## src/rtl/core_run_ctrl_pkg.sv

```systemverilog
// Shared definitions for the core run controller: state encoding and internal counter width.
package core_run_ctrl_pkg;

  localparam int unsigned StateW = 3;
  // Wide enough for any sensible reset-hold or wake-settle length.
  localparam int unsigned CntW   = 16;

  // Encodings are visible on ctrl_state, so the values are fixed.
  typedef enum logic [StateW-1:0] {
    StIdle    = 3'd0,
    StRstHold = 3'd1,
    StRun     = 3'd2,
    StSleep   = 3'd3,
    StWake    = 3'd4,
    StHalt    = 3'd5
  } ctrl_state_e;

endpackage

```

## src/rtl/core_irq_sync.sv

```systemverilog
// Multi-flop synchronizer for the asynchronous external interrupt level.
// Ports:
//   clk        - clock
//   rst_n      - synchronous active-low reset, clears every stage
//   irq_raw_i  - asynchronous interrupt level
//   irq_sync_o - synchronized level, Stages cycles behind irq_raw_i
module core_irq_sync #(
  parameter int unsigned Stages = 2
) (
  input  logic clk,
  input  logic rst_n,
  input  logic irq_raw_i,
  output logic irq_sync_o
);

  logic [Stages-1:0] sync_q;

  always_ff @(posedge clk) begin
    if (!rst_n) begin
      sync_q <= '0;
    end else begin
      sync_q <= {sync_q[Stages-2:0], irq_raw_i};
    end
  end

  assign irq_sync_o = sync_q[Stages-1];

endmodule

```

## src/rtl/core_run_ctrl.sv

```systemverilog
// Boot / sleep / error lifecycle sequencer sitting between the SoC top and core_top.
// Holds the core in reset while booting, selects pc_init_use, gates the core clock during
// WFI, wakes the core on a synchronized external interrupt and parks it on an unexpected error.
// Optional watchdog: define CORE_WDT_EN to build the RUN-state watchdog counter; otherwise
// wdt_kick is ignored and wdt_expired stays 0.
// Ports:
//   clk, rst_n              - clock, synchronous active-low reset
//   boot_req, pc_init_sel   - boot request (IDLE only) and pc_init_use value captured on boot
//   ext_irq_raw, irq_mask   - asynchronous interrupt level and its mask
//   core_wfi, core_unexcp_err, err_clear, wdt_kick - core status and control inputs
//   core_rst_n, core_pc_init_use, core_ext_irq, core_clk_en - registered core controls
//   ctrl_state, err_count, wdt_expired - registered status
module core_run_ctrl
  import core_run_ctrl_pkg::*;
#(
  parameter int unsigned     RST_HOLD_CYC    = 8,
  parameter int unsigned     WAKE_SETTLE_CYC = 2,
  parameter int unsigned     IRQ_SYNC_STAGES = 2,
  parameter int unsigned     ERR_CNT_W       = 8,
  parameter int unsigned     WDT_W           = 16,
  parameter logic [WDT_W-1:0] WDT_LIMIT      = '1
) (
  input  logic                 clk,
  input  logic                 rst_n,
  input  logic                 boot_req,
  input  logic                 pc_init_sel,
  input  logic                 ext_irq_raw,
  input  logic                 irq_mask,
  input  logic                 core_wfi,
  input  logic                 core_unexcp_err,
  input  logic                 err_clear,
  input  logic                 wdt_kick,
  output logic                 core_rst_n,
  output logic                 core_pc_init_use,
  output logic                 core_ext_irq,
  output logic                 core_clk_en,
  output logic [StateW-1:0]    ctrl_state,
  output logic [ERR_CNT_W-1:0] err_count,
  output logic                 wdt_expired
);

  ctrl_state_e          state_q, state_d;
  logic [CntW-1:0]      cnt_q, cnt_d;
  logic                 pc_sel_q, pc_sel_d;
  logic                 rst_n_q, rst_n_d;
  logic                 clk_en_q, clk_en_d;
  logic                 ext_irq_q, ext_irq_d;
  logic                 expired_q, expired_d;
  logic [ERR_CNT_W-1:0] err_cnt_q, err_cnt_d;
  logic                 irq_sync;
  logic                 irq_lvl;
  logic                 wdt_fire;

  core_irq_sync #(
    .Stages (IRQ_SYNC_STAGES)
  ) u_irq_sync (
    .clk        (clk),
    .rst_n      (rst_n),
    .irq_raw_i  (ext_irq_raw),
    .irq_sync_o (irq_sync)
  );

  assign irq_lvl = irq_sync & ~irq_mask;

`ifdef CORE_WDT_EN
  logic [WDT_W-1:0] wdt_q, wdt_d;

  // Fires on the RUN cycle whose increment would reach the limit, so WDT_LIMIT counts RUN
  // cycles without a kick.
  always_comb begin
    wdt_fire = (state_q == StRun) && !wdt_kick && ((wdt_q + 1'b1) == WDT_LIMIT);
    wdt_d    = wdt_q + 1'b1;
    if ((state_q != StRun) || wdt_kick || wdt_fire) begin
      wdt_d = '0;
    end
  end

  always_ff @(posedge clk) begin
    if (!rst_n) begin
      wdt_q <= '0;
    end else begin
      wdt_q <= wdt_d;
    end
  end
`else
  logic unused_wdt;
  assign wdt_fire   = 1'b0;
  assign unused_wdt = wdt_kick ^ (^WDT_LIMIT);
`endif

  always_comb begin
    state_d   = state_q;
    cnt_d     = cnt_q;
    pc_sel_d  = pc_sel_q;
    expired_d = 1'b0;

    case (state_q)
      StIdle: begin
        if (boot_req) begin
          state_d  = StRstHold;
          cnt_d    = CntW'(RST_HOLD_CYC - 1);
          pc_sel_d = pc_init_sel;
        end
      end
      StRstHold: begin
        if (cnt_q == '0) begin
          state_d = StRun;
        end else begin
          cnt_d = cnt_q - 1'b1;
        end
      end
      StRun: begin
        if (core_unexcp_err) begin
          state_d = StHalt;
        end else if (wdt_fire) begin
          // Reboot keeps the previously captured pc_init_use.
          state_d   = StRstHold;
          cnt_d     = CntW'(RST_HOLD_CYC - 1);
          expired_d = 1'b1;
        end else if (core_wfi && !irq_lvl) begin
          state_d = StSleep;
        end
      end
      StSleep: begin
        // Core clock is stopped here, so its error flag is not trusted.
        if (irq_lvl) begin
          state_d = StWake;
          cnt_d   = CntW'(WAKE_SETTLE_CYC - 1);
        end
      end
      StWake: begin
        if (cnt_q == '0) begin
          state_d = StRun;
        end else begin
          cnt_d = cnt_q - 1'b1;
        end
      end
      StHalt: begin
        if (err_clear) begin
          state_d = StIdle;
        end
      end
      default: state_d = StIdle;
    endcase
  end

  // Outputs are registered from the next state so they line up with ctrl_state.
  always_comb begin
    rst_n_d   = (state_d == StRun) || (state_d == StSleep) || (state_d == StWake);
    clk_en_d  = (state_d != StSleep);
    ext_irq_d = (state_d == StRun) && irq_lvl;
    err_cnt_d = err_cnt_q;
    if ((state_d == StHalt) && (state_q != StHalt) && (err_cnt_q != {ERR_CNT_W{1'b1}})) begin
      err_cnt_d = err_cnt_q + 1'b1;
    end
  end

  always_ff @(posedge clk) begin
    if (!rst_n) begin
      state_q   <= StIdle;
      cnt_q     <= '0;
      pc_sel_q  <= 1'b0;
      rst_n_q   <= 1'b0;
      clk_en_q  <= 1'b1;
      ext_irq_q <= 1'b0;
      expired_q <= 1'b0;
      err_cnt_q <= '0;
    end else begin
      state_q   <= state_d;
      cnt_q     <= cnt_d;
      pc_sel_q  <= pc_sel_d;
      rst_n_q   <= rst_n_d;
      clk_en_q  <= clk_en_d;
      ext_irq_q <= ext_irq_d;
      expired_q <= expired_d;
      err_cnt_q <= err_cnt_d;
    end
  end

  assign core_rst_n       = rst_n_q;
  assign core_pc_init_use = pc_sel_q;
  assign core_ext_irq     = ext_irq_q;
  assign core_clk_en      = clk_en_q;
  assign ctrl_state       = state_q;
  assign err_count        = err_cnt_q;
  assign wdt_expired      = expired_q;

endmodule
```

## config.mk

```make
export PLATFORM = sky130hd
export DESIGN_NAME = core_run_ctrl
export DESIGN_NICKNAME = d
export VERILOG_FILES = /design/src/rtl/core_run_ctrl_pkg.sv /design/src/rtl/core_irq_sync.sv /design/src/rtl/core_run_ctrl.sv
export SDC_FILE = /design/constraint.sdc
export NUM_CORES = 1
export LEC_CHECK = 0
export CORE_MARGIN = 10
export CORE_UTILIZATION = 23
export CTS_CLUSTER_SIZE = 12
export DETAILED_ROUTE_END_ITERATION = 10
export PLACE_DENSITY_LB_ADDON = 0.12
export SLEW_MARGIN = 10
export SYNTH_ARGS = -nofsm -noshare
export SYNTH_HDL_FRONTEND = slang
export SYNTH_HIERARCHICAL = 1
export SYNTH_SLANG_ARGS = --single-unit
```

## constraint.sdc

```tcl
create_clock -name clk -period 2.3 [get_ports clk]
set_clock_uncertainty 0.1 [all_clocks]
set_input_delay 0.345 -clock clk [delete_from_list [all_inputs] [get_ports clk]]
set_output_delay 0.345 -clock clk [all_outputs]
set_load 0.02 [all_outputs]
```

Yosys cells after proc, flatten, opt, wreduce, memory -nomap -nowiden --
Cells that the tools add are included. Widths: inputs -> output; s select.
Cells by class: reductions and logical operators 13, equal/unequal tests 15, multiplexer cells 11, add/subtract/negate cells 2, bitwise gates (word level) 2
Operators by type and width (number):
- $mux 16 | 3
- $pmux 16 s3 | 1
- $mux 3 | 6
- $logic_not 16->1 | 1
- $sub 16x1->16 const B | 1
- $pmux 3 s5 | 1
- $eq 3x2->1 const B | 4
- $eq 3x3->1 const B | 4
- $add 8x1->8 const B | 1
- $ne 8x8->1 const B | 1
- $ne 2x2->1 const B | 3
- $logic_and 1x1->1 | 4
- $reduce_and 4->1 | 1
- $eq 3x1->1 const B | 1
- $logic_not 3->1 | 1
- $ne 3x2->1 const B | 1
- $ne 3x3->1 const B | 1
- $reduce_bool 3->1 | 1
- $logic_or 1x1->1 | 2
- $reduce_and 2->1 | 1
- $reduce_or 2->1 | 1
- $and 1x1->1 | 1
- $logic_not 1->1 | 1
- $not 1->1 | 1
Word-level totals: input port bits 10, output and inout port bits 16, word-level logic and storage cells 51, register bits 33

Depth between registers and ports, before layout --
Gate-level depths: netlist of the first run.
depth after elaboration 10, depth in mapped cells 8, gate-level depth less buffers 7

Hierarchy --
Netlist of the first run, hierarchy kept.
Modules (own cells, without submodules):
- core_run_ctrl | times used 1, cells an instance 186, area each 1572.8 um^2
- core_irq_sync | times used 1, cells an instance 4, area each 52.6 um^2

Least setup slack after synthesis of the first run --
No wires, ideal clock.
kind flip-flop to flip-flop, start register state_q[0] (netlist: ctrl_state[0]), end register cnt_q[13], arrival time 2.078 ns, slack -0.001 ns, setup time 0.123 ns, required time 2.077 ns, path buffers 1, cell stages (with the launch flop) 7, period minus slack after synthesis 2.301 ns, cell sequence dfxtp_1 > buf_2 > nor3_1 > a221oi_2 > o21ai_1 > or4_1 > mux2_1
Between the ends: cells in the longest elaborated chain, start to end 4
RTL lines:
- start, declared | RTL line core_run_ctrl.sv:42 | ctrl_state_e state_q, state_d;
- start signal, assigned | RTL line core_run_ctrl.sv:160 | state_q <= StIdle;
- start signal, assigned | RTL line core_run_ctrl.sv:169 | state_q <= state_d;
- $eq 3x3->1 or $eq 3x1->1 (tied branches) | RTL line core_run_ctrl.sv:97 | case (state_q)
- $reduce_or 2->1 (no source line)
- $ne 2x2->1 (no source line) or $reduce_bool 3->1 (tied branches)
- $reduce_and 4->1 (no source line)
- end signal, assigned | RTL line core_run_ctrl.sv:170 | cnt_q <= cnt_d;
- end, declared | RTL line core_run_ctrl.sv:43 | logic [CntW-1:0] cnt_q, cnt_d;
Parallel ways exist; a longest one is shown, timed or not. A chain may end at the register's enable or synchronous reset.

Worst setup path after layout of the first run --
start register cnt_q[6], end register cnt_q[13]
Between the ends: cells in the longest elaborated chain, start to end 3
RTL lines:
- $sub 16x1->16 or $logic_not 16->1 (tied branches)
- $mux 16 or $ne 2x2->1 (tied branches)
- $pmux 16 s3 or $reduce_and 4->1 (tied branches)
Parallel ways exist; a longest one is shown, timed or not. The select of a mux whose other input is x is not followed.

==> results of run 1 <==
worst register-to-register path, stage by stage (launching register included):
cell     delay [ps]
dfxtp_2         320
or3_4           380
or2_1           250
or3_4           340
or4_4           520
mux2_4          300
kinds of logic (layout without fill, tap and decap cells):
group / Yosys count / after routing / synth area share (%)
fa+ha+maj: 2 / 2 / 1.54
flops: 33 / 33 / 40.6
buf+inv: 16 / 62 / 4.08
other cells: 1 / 1 / 0.231
mux: 3 / 3 / 1.92
compound gates: 51 / 51 / 20.2
simple gates: 76 / 76 / 27.0
xor+xnor: 8 / 8 / 4.31
per-stage QoR:
| stage | setup slack [ps] | hold WS, ps |
|---|---|---|
| floorplan | 3.33 | 312 |
| global placement | -191 | 316 |
| detailed placement | -228 | 317 |
| CTS | -9.12 | 334 |
| global route | -79.5 | 346 |
| finish | -21.3 | 334 |
where the power goes:
part	switching, uW	internal [uW]	total (uW)
clock	201	237	438
combinational	911	891	1800
sequential	144	727	871
cells in the final DEF (no fill, tap or decap), types with 7 or more instances in the layout:
| cell type | synthesis | final |
|---|---|---|
| inv_1 | 9 | 9 |
| a21oi_1 | 19 | 19 |
| clkdlybuf4s50_1 | 0 | 23 |
| nand2b_1 | 9 | 9 |
| o31ai_1 | 7 | 7 |
| dfxtp_1 | 33 | 31 |
| nand2_1 | 7 | 7 |
| buf_4 | 1 | 23 |
| nor2_1 | 16 | 16 |
| o21ai_0 | 8 | 8 |
path summary, 6_finish.rpt:
| kind | from | end | slack [ps] | cells after the start |
|---|---|---|---|---|
| setup reg to reg | cnt_q[6] | cnt_q[13] | -20 | 5 |
| hold reg to reg | u_irq_sync/sync_q[0] | u_irq_sync/sync_q[1] | 330 | 1 |
| hold / removal | u_irq_sync/sync_q[0] | u_irq_sync/sync_q[1] | 330 | 1 |
| setup / recovery | cnt_q[6] | cnt_q[13] | -20 | 5 |
cell type report:
type / count / share of cell area (%)
Sequential cell: 33 / 29.8
Timing Repair Buffer: 46 / 18.1
Inverter: 9 / 1.52
Multi-Input combinational cell: 141 / 41.3
Clock buffer: 7 / 3.88
Tap cell: 96 / 5.39
synth_stat cells, types with 3 or more instances:
cell type and number:
a21oi_1 19, and2_1 4, clkbuf_1 4, dfxtp_1 33, inv_1 9, nand2_1 7
nand2b_1 9, nand3_1 5, nor2_1 16, nor3_1 6, nor4_1 3, o21ai_0 8
o31ai_1 7, or3_1 4, or4_1 3, xnor2_1 3, xor2_1 5
metal layers:
layer	global-route usage (%)	vias up
met5	0	-
met4	2.09	0
met3	3.59	2
met2	11.5	22
met1	10.5	700
li1	-	782
state kept, by name, summed over array words and instances, names as in the netlist:
name,count
err_count,8
core_clk_en,1
cnt_q,16
core_pc_init_use,1
u_irq_sync/sync_q,2
core_ext_irq,1
core_rst_n,1
ctrl_state,3
repair_timing:
action | 4_1_cts | 5_1_grt
pin swaps | 0 | 2
resized for setup | 0 | 6
cloned | 0 | 0
setup endpoints to repair | 1 | 10
==> flow_summary_export.csv, run 1 <==
group,metric,value,unit
timing,setup_viol,1,
placed_design,gp_congestion,0.715,
placed_design,dp_cells,325,
route,drt_pass1_iterations,4,
synthesis,synth_edf_count,0,
final_layout,layout-drive-gt1-share,19.9,%
final_layout,utilization,32.6,%
route,drt_iter0_drc,76,
die,fp.dieArea,10800,sq um
synthesis,synth_seq_cells,33,
final_layout,multi_input_area,921,sq um
outcome,failed_checks,"negative setup slack",
final_layout,syn2layout_area_growth,37.0,%
synthesis,netlist_area,1630,sq um
worst_setup_path,path_class,"reg2reg",
final_layout,fillCellCount,742,
clock_network,clockRootBuffer,"clkbuf_8",
clock_network,cts_max_level,2,
die,start_util,23.8,%
outcome,outcome,"finished, violations left",
worst_setup_path,worstPathMaxFanout,3,
timing,fin_crit,2320,ps
final_layout,diodes,0,
die,die_w,104,microns
final_layout,design_area,2230,sq um
timing,rsz0062_at_grt,"true",
timing,fmax,431,MHz
global_route,overflow,0,
worst_setup_path,end_kind,"flop",
synthesis,ys_seq_area_share,40.6,%
route,route.met3.wl,281,microns
global_route,grtUsageTotal,7.98,%
synthesis,synthCells,190,
clock_network,ctsHoldBuffers,0,
worst_setup_path,crit_top_cell,"or3_4",
global_route,grt_start_max_net_pins,13,
route,wirelength,4210,microns
synthesis,async_flop_share,0,%
final_layout,nets,248,
timing,setup_ws,-21.3,ps
synthesis,netlist.area_leader.share,40.6,%
synthesis,yosysUniqueCellTypes,49,
power,total_power,3110,uW
worst_setup_path,max_stage_delay,520,ps
clock_network,cts_tree,"done",
die,rows,30,
route,wl_per_cell,12.7,microns
timing,tns,-21.3,ps
route,ant_nets,0,
clock_network,clk_pin_slew,70,ps
synthesis,syn_area_per_cell,8.55,sq um
timing,hold_violations,0,
die,core_area,6830,sq um
power,peakVddDrop,0.343,mV
worst_setup_path,path_buf_inv,0,
synthesis,syn_nets,202,
final_layout,final_cells,332,
power,power_density,1400,nW/um^2
timing,slew_violations,0,
route,wl_met2,1860,microns
global_route,grt_pass1_wl,7390,microns
worst_setup_path,cp.arrival,2390,ps
clock_network,cts.sinks,33,
route,drt-met1-wl,2040,microns
global_route,antenna_found_initial,0,
flow_run,cap_violations,0,
synthesis,synth_largest_area_cell,"dfxtp_1",
die,die_y,104,microns
clock_network,cts_setup_buffers,0,
placed_design,placed_area,2120,sq um
timing,period_share,101,%
worst_setup_path,worstPathCellList,"or3_4 -> or2_1 -> or3_4 -> or4_4 -> mux2_4",
clock_network,clk_latency,280,ps
final_layout,seq_area,663,sq um
clock_network,numCtsBuffers,5,
synthesis,ys.flop_type,"dfxtp_1",
placed_design,hpwl,3170,microns
synthesis,yosysWarnings,6,
synthesis,synth_area_leaders,"dfxtp_1, a21oi_1, nor2_1",
power,leakagePower,0.000820,uW
placed_design,port_buffers,23,
worst_setup_path,cp_data_required_time,2370,ps
route,drc,0,
worst_setup_path,worst_setup_path_start_kind,"flop",
global_route,grt_pass1_vias,1512,
route,vias_per_cell,4.54,
die,io-pin-count,26,
clock_network,cts_max_path_buffers,2,
worst_setup_path,crit_family,"simple AND/OR/NAND/NOR gates",
route,highest_layer,"met4",
worst_setup_path,crit_slowest_cell,"or4_4",
route,vias,1506,
worst_hold_path,hold_class,"reg2reg",
Power figures use the tool's default switching activity.
==> run 2, diff against run 1 <==
Settings changed: SKIP_CTS_REPAIR_TIMING set to 1, SYNTH_HIERARCHICAL 1 to not set.
==> flow_summary_export.csv, run 2 <==
group,metric,value,unit
synthesis,syn_nets,209,
global_route,antenna_found_initial,0,
flow_run,cap_violations,0,
synthesis,synth_edf_count,0,
clock_network,numCtsBuffers,5,
placed_design,port_buffers,23,
worst_setup_path,worst_setup_path_start_kind,"primary input",
final_layout,layout-drive-gt1-share,18.0,%
power,peakVddDrop,0.278,mV
clock_network,clk_latency,290,ps
die,die_y,106,microns
route,drt_iter0_drc,69,
die,core_area,7250,sq um
synthesis,synthTopCellsByCount,"dfxtp_1, nor2_1, a21oi_1, nand2_1, or3_1",
clock_network,cts_tree,"done",
die,io-pin-count,26,
final_layout,layout_commonest_cell,"dfxtp_1",
synthesis,synth_seq_cells,33,
worst_setup_path,max_stage_delay,510,ps
route,wirelength,4350,microns
final_layout,largest-register,"cnt_q",
global_route,grtUsageTotal,7.68,%
synthesis,synthCells,197,
global_route,grt_start_max_net_pins,15,
synthesis,synth_largest_area_cell,"dfxtp_1",
power,leakagePower,0.000914,uW
worst_setup_path,path_class,"in2reg",
die,die_w,106,microns
worst_setup_path,end_kind,"flop",
synthesis,yosysUniqueCellTypes,48,
placed_design,hpwl,3200,microns
clock_network,clockRootBuffer,"clkbuf_8",
route,ant_nets,0,
global_route,grt_pass1_vias,1466,
global_route,overflow,0,
clock_network,cts.sinks,33,
timing,setup_viol,0,
final_layout,largest_reg_flops,16,
clock_network,cts_max_path_buffers,2,
timing,fmax,449,MHz
synthesis,synth.most_common_cell,"dfxtp_1",
synthesis,ys_seq_area_share,38.7,%
worst_setup_path,crit_slowest_cell,"clkdlybuf4s50_1",
route,route.met3.wl,273,microns
route,wl_per_cell,12.7,microns
clock_network,clk_pin_slew,80,ps
final_layout,final_cell_mix,"dfxtp_1, clkdlybuf4s50_1, buf_4",
final_layout,syn2layout_area_growth,37.7,%
route,wl_met2,1890,microns
placed_design,gp_congestion,0.727,
final_layout,diodes,0,
die,fp.dieArea,11300,sq um
timing,fin_crit,2230,ps
route,drt-met1-wl,2110,microns
timing,setup_ws,73.1,ps
synthesis,ys.flop_type,"dfxtp_1",
synthesis,synth_area_leaders,"dfxtp_1, a21oi_1, or3_1",
power,total_power,3070,uW
synthesis,syn_area_per_cell,8.67,sq um
placed_design,place_ws,-193,ps
synthesis,netlist.area_leader.share,38.7,%
worst_setup_path,worstPathCellList,"clkdlybuf4s50_1 -> nor3_1 -> a2111oi_4 -> o31ai_4 -> buf_4 -> or4_1 -> a21oi_1",
final_layout,seq_area,661,sq um
worst_setup_path,worstPathMaxFanout,5,
die,rows,31,
route,vias_per_cell,4.49,
route,vias,1541,
final_layout,nets,255,
worst_setup_path,cp_data_required_time,2420,ps
route,highest_layer,"met4",
timing,period_share,96.8,%
route,drt_pass1_iterations,4,
outcome,outcome,"completed",
route,drc,0,
worst_setup_path,cp.arrival,2340,ps
final_layout,multi_input_area,980,sq um
worst_hold_path,hold_class,"reg2reg",
timing,hold_violations,0,
timing,rsz0062_at_grt,"false",
clock_network,cts_max_level,2,
timing,slew_violations,0,
power,power_density,1310,nW/um^2
die,start_util,23.5,%
synthesis,netlist_area,1710,sq um
synthesis,async_flop_share,0,%
synthesis,yosysWarnings,0,
global_route,grt_pass1_wl,7080,microns
final_layout,fillCellCount,775,
## run 2: changes by cell type after synthesis, sizes merged, moves of 3 or more
cell / before / now
nor4: 3 / 0
nand2b: 9 / 2
nor2: 16 / 19
a21oi: 19 / 15
nor2b: 0 / 3
nand2: 7 / 15
o21ai: 9 / 12
or3: 7 / 12
or4: 5 / 2
## run 2: cell families (layout without fill, tap and decap cells)
| family | after synthesis | count (layout) | synth area share [%] |
|---|---|---|---|
| buffers and inverters | 16 | 63 | 4.54 |
| DFF | 33 | 33 | 38.7 |
| other | 1 | 1 | 0.220 |
| AOI/OAI and AO/OA | 46 | 46 | 20.1 |
| and+or+nand+nor | 90 | 90 | 30.2 |
| adders and majority gates | 2 | 2 | 1.46 |
| muxes | 3 | 3 | 1.76 |
| xor gates and xnor gates | 6 | 6 | 3.08 |
## run 2: metal layers
metal,vias up,track usage (%)
met3,5,3.50
li1,795,-
met1,718,9.33
met4,0,3.19
met5,-,0
met2,23,11.5
## run 2: power by group
| part | leakage (uW) | internal, uW | total [uW] | switching, uW |
|---|---|---|---|---|
| combinational | 0.000577 | 761 | 1610 | 851 |
| sequential | 0.000269 | 686 | 792 | 106 |
| clock | 0.0000681 | 431 | 665 | 234 |
| total | 0.000914 | 1880 | 3070 | 1190 |
## run 2: stage by stage
step,hold slack (ps),cells,util (%),cell area (sq um),setup TNS (ps)
5_1_grt,370,343,32.4,2350,0
3_3_place_gp,326,332,30.1,2180,-846
3_5_place_dp,319,332,30.1,2180,-1180
6_report,347,343,32.4,2350,0
4_1_cts,350,340,32.0,2320,0
2_1_floorplan,312,197,-,1710,0
## run 2: critical path: cells and delay by family
| family | cells | cell delay (ps) |
|---|---|---|
| AO/OA/AOI/OAI | 3 | 750 |
| buffers and inverters | 2 | 680 |
| AND/OR/NAND/NOR | 2 | 560 |
## run 2: layout make-up
type / count / area share, %
sequential: 33 / 28.1
timing repair buffer: 47 / 18.0
inverter: 8 / 1.28
clock buffer: 5 / 2.93
multi-input combinational: 148 / 41.7
clock inverter: 3 / 2.77
tap: 99 / 5.27
## run 2: path summary, 6_finish.rpt
path / slack, ps / endpoint / depth (start not counted) / startpoint
hold / removal: 350 / u_irq_sync.sync_q[1] / 1 / u_irq_sync.sync_q[0]
setup reg to reg: 130 / cnt_q[13] / 6 / ctrl_state[0]
hold reg to reg: 350 / u_irq_sync.sync_q[1] / 1 / u_irq_sync.sync_q[0]
setup / recovery: 70 / cnt_q[13] / 7 / boot_req
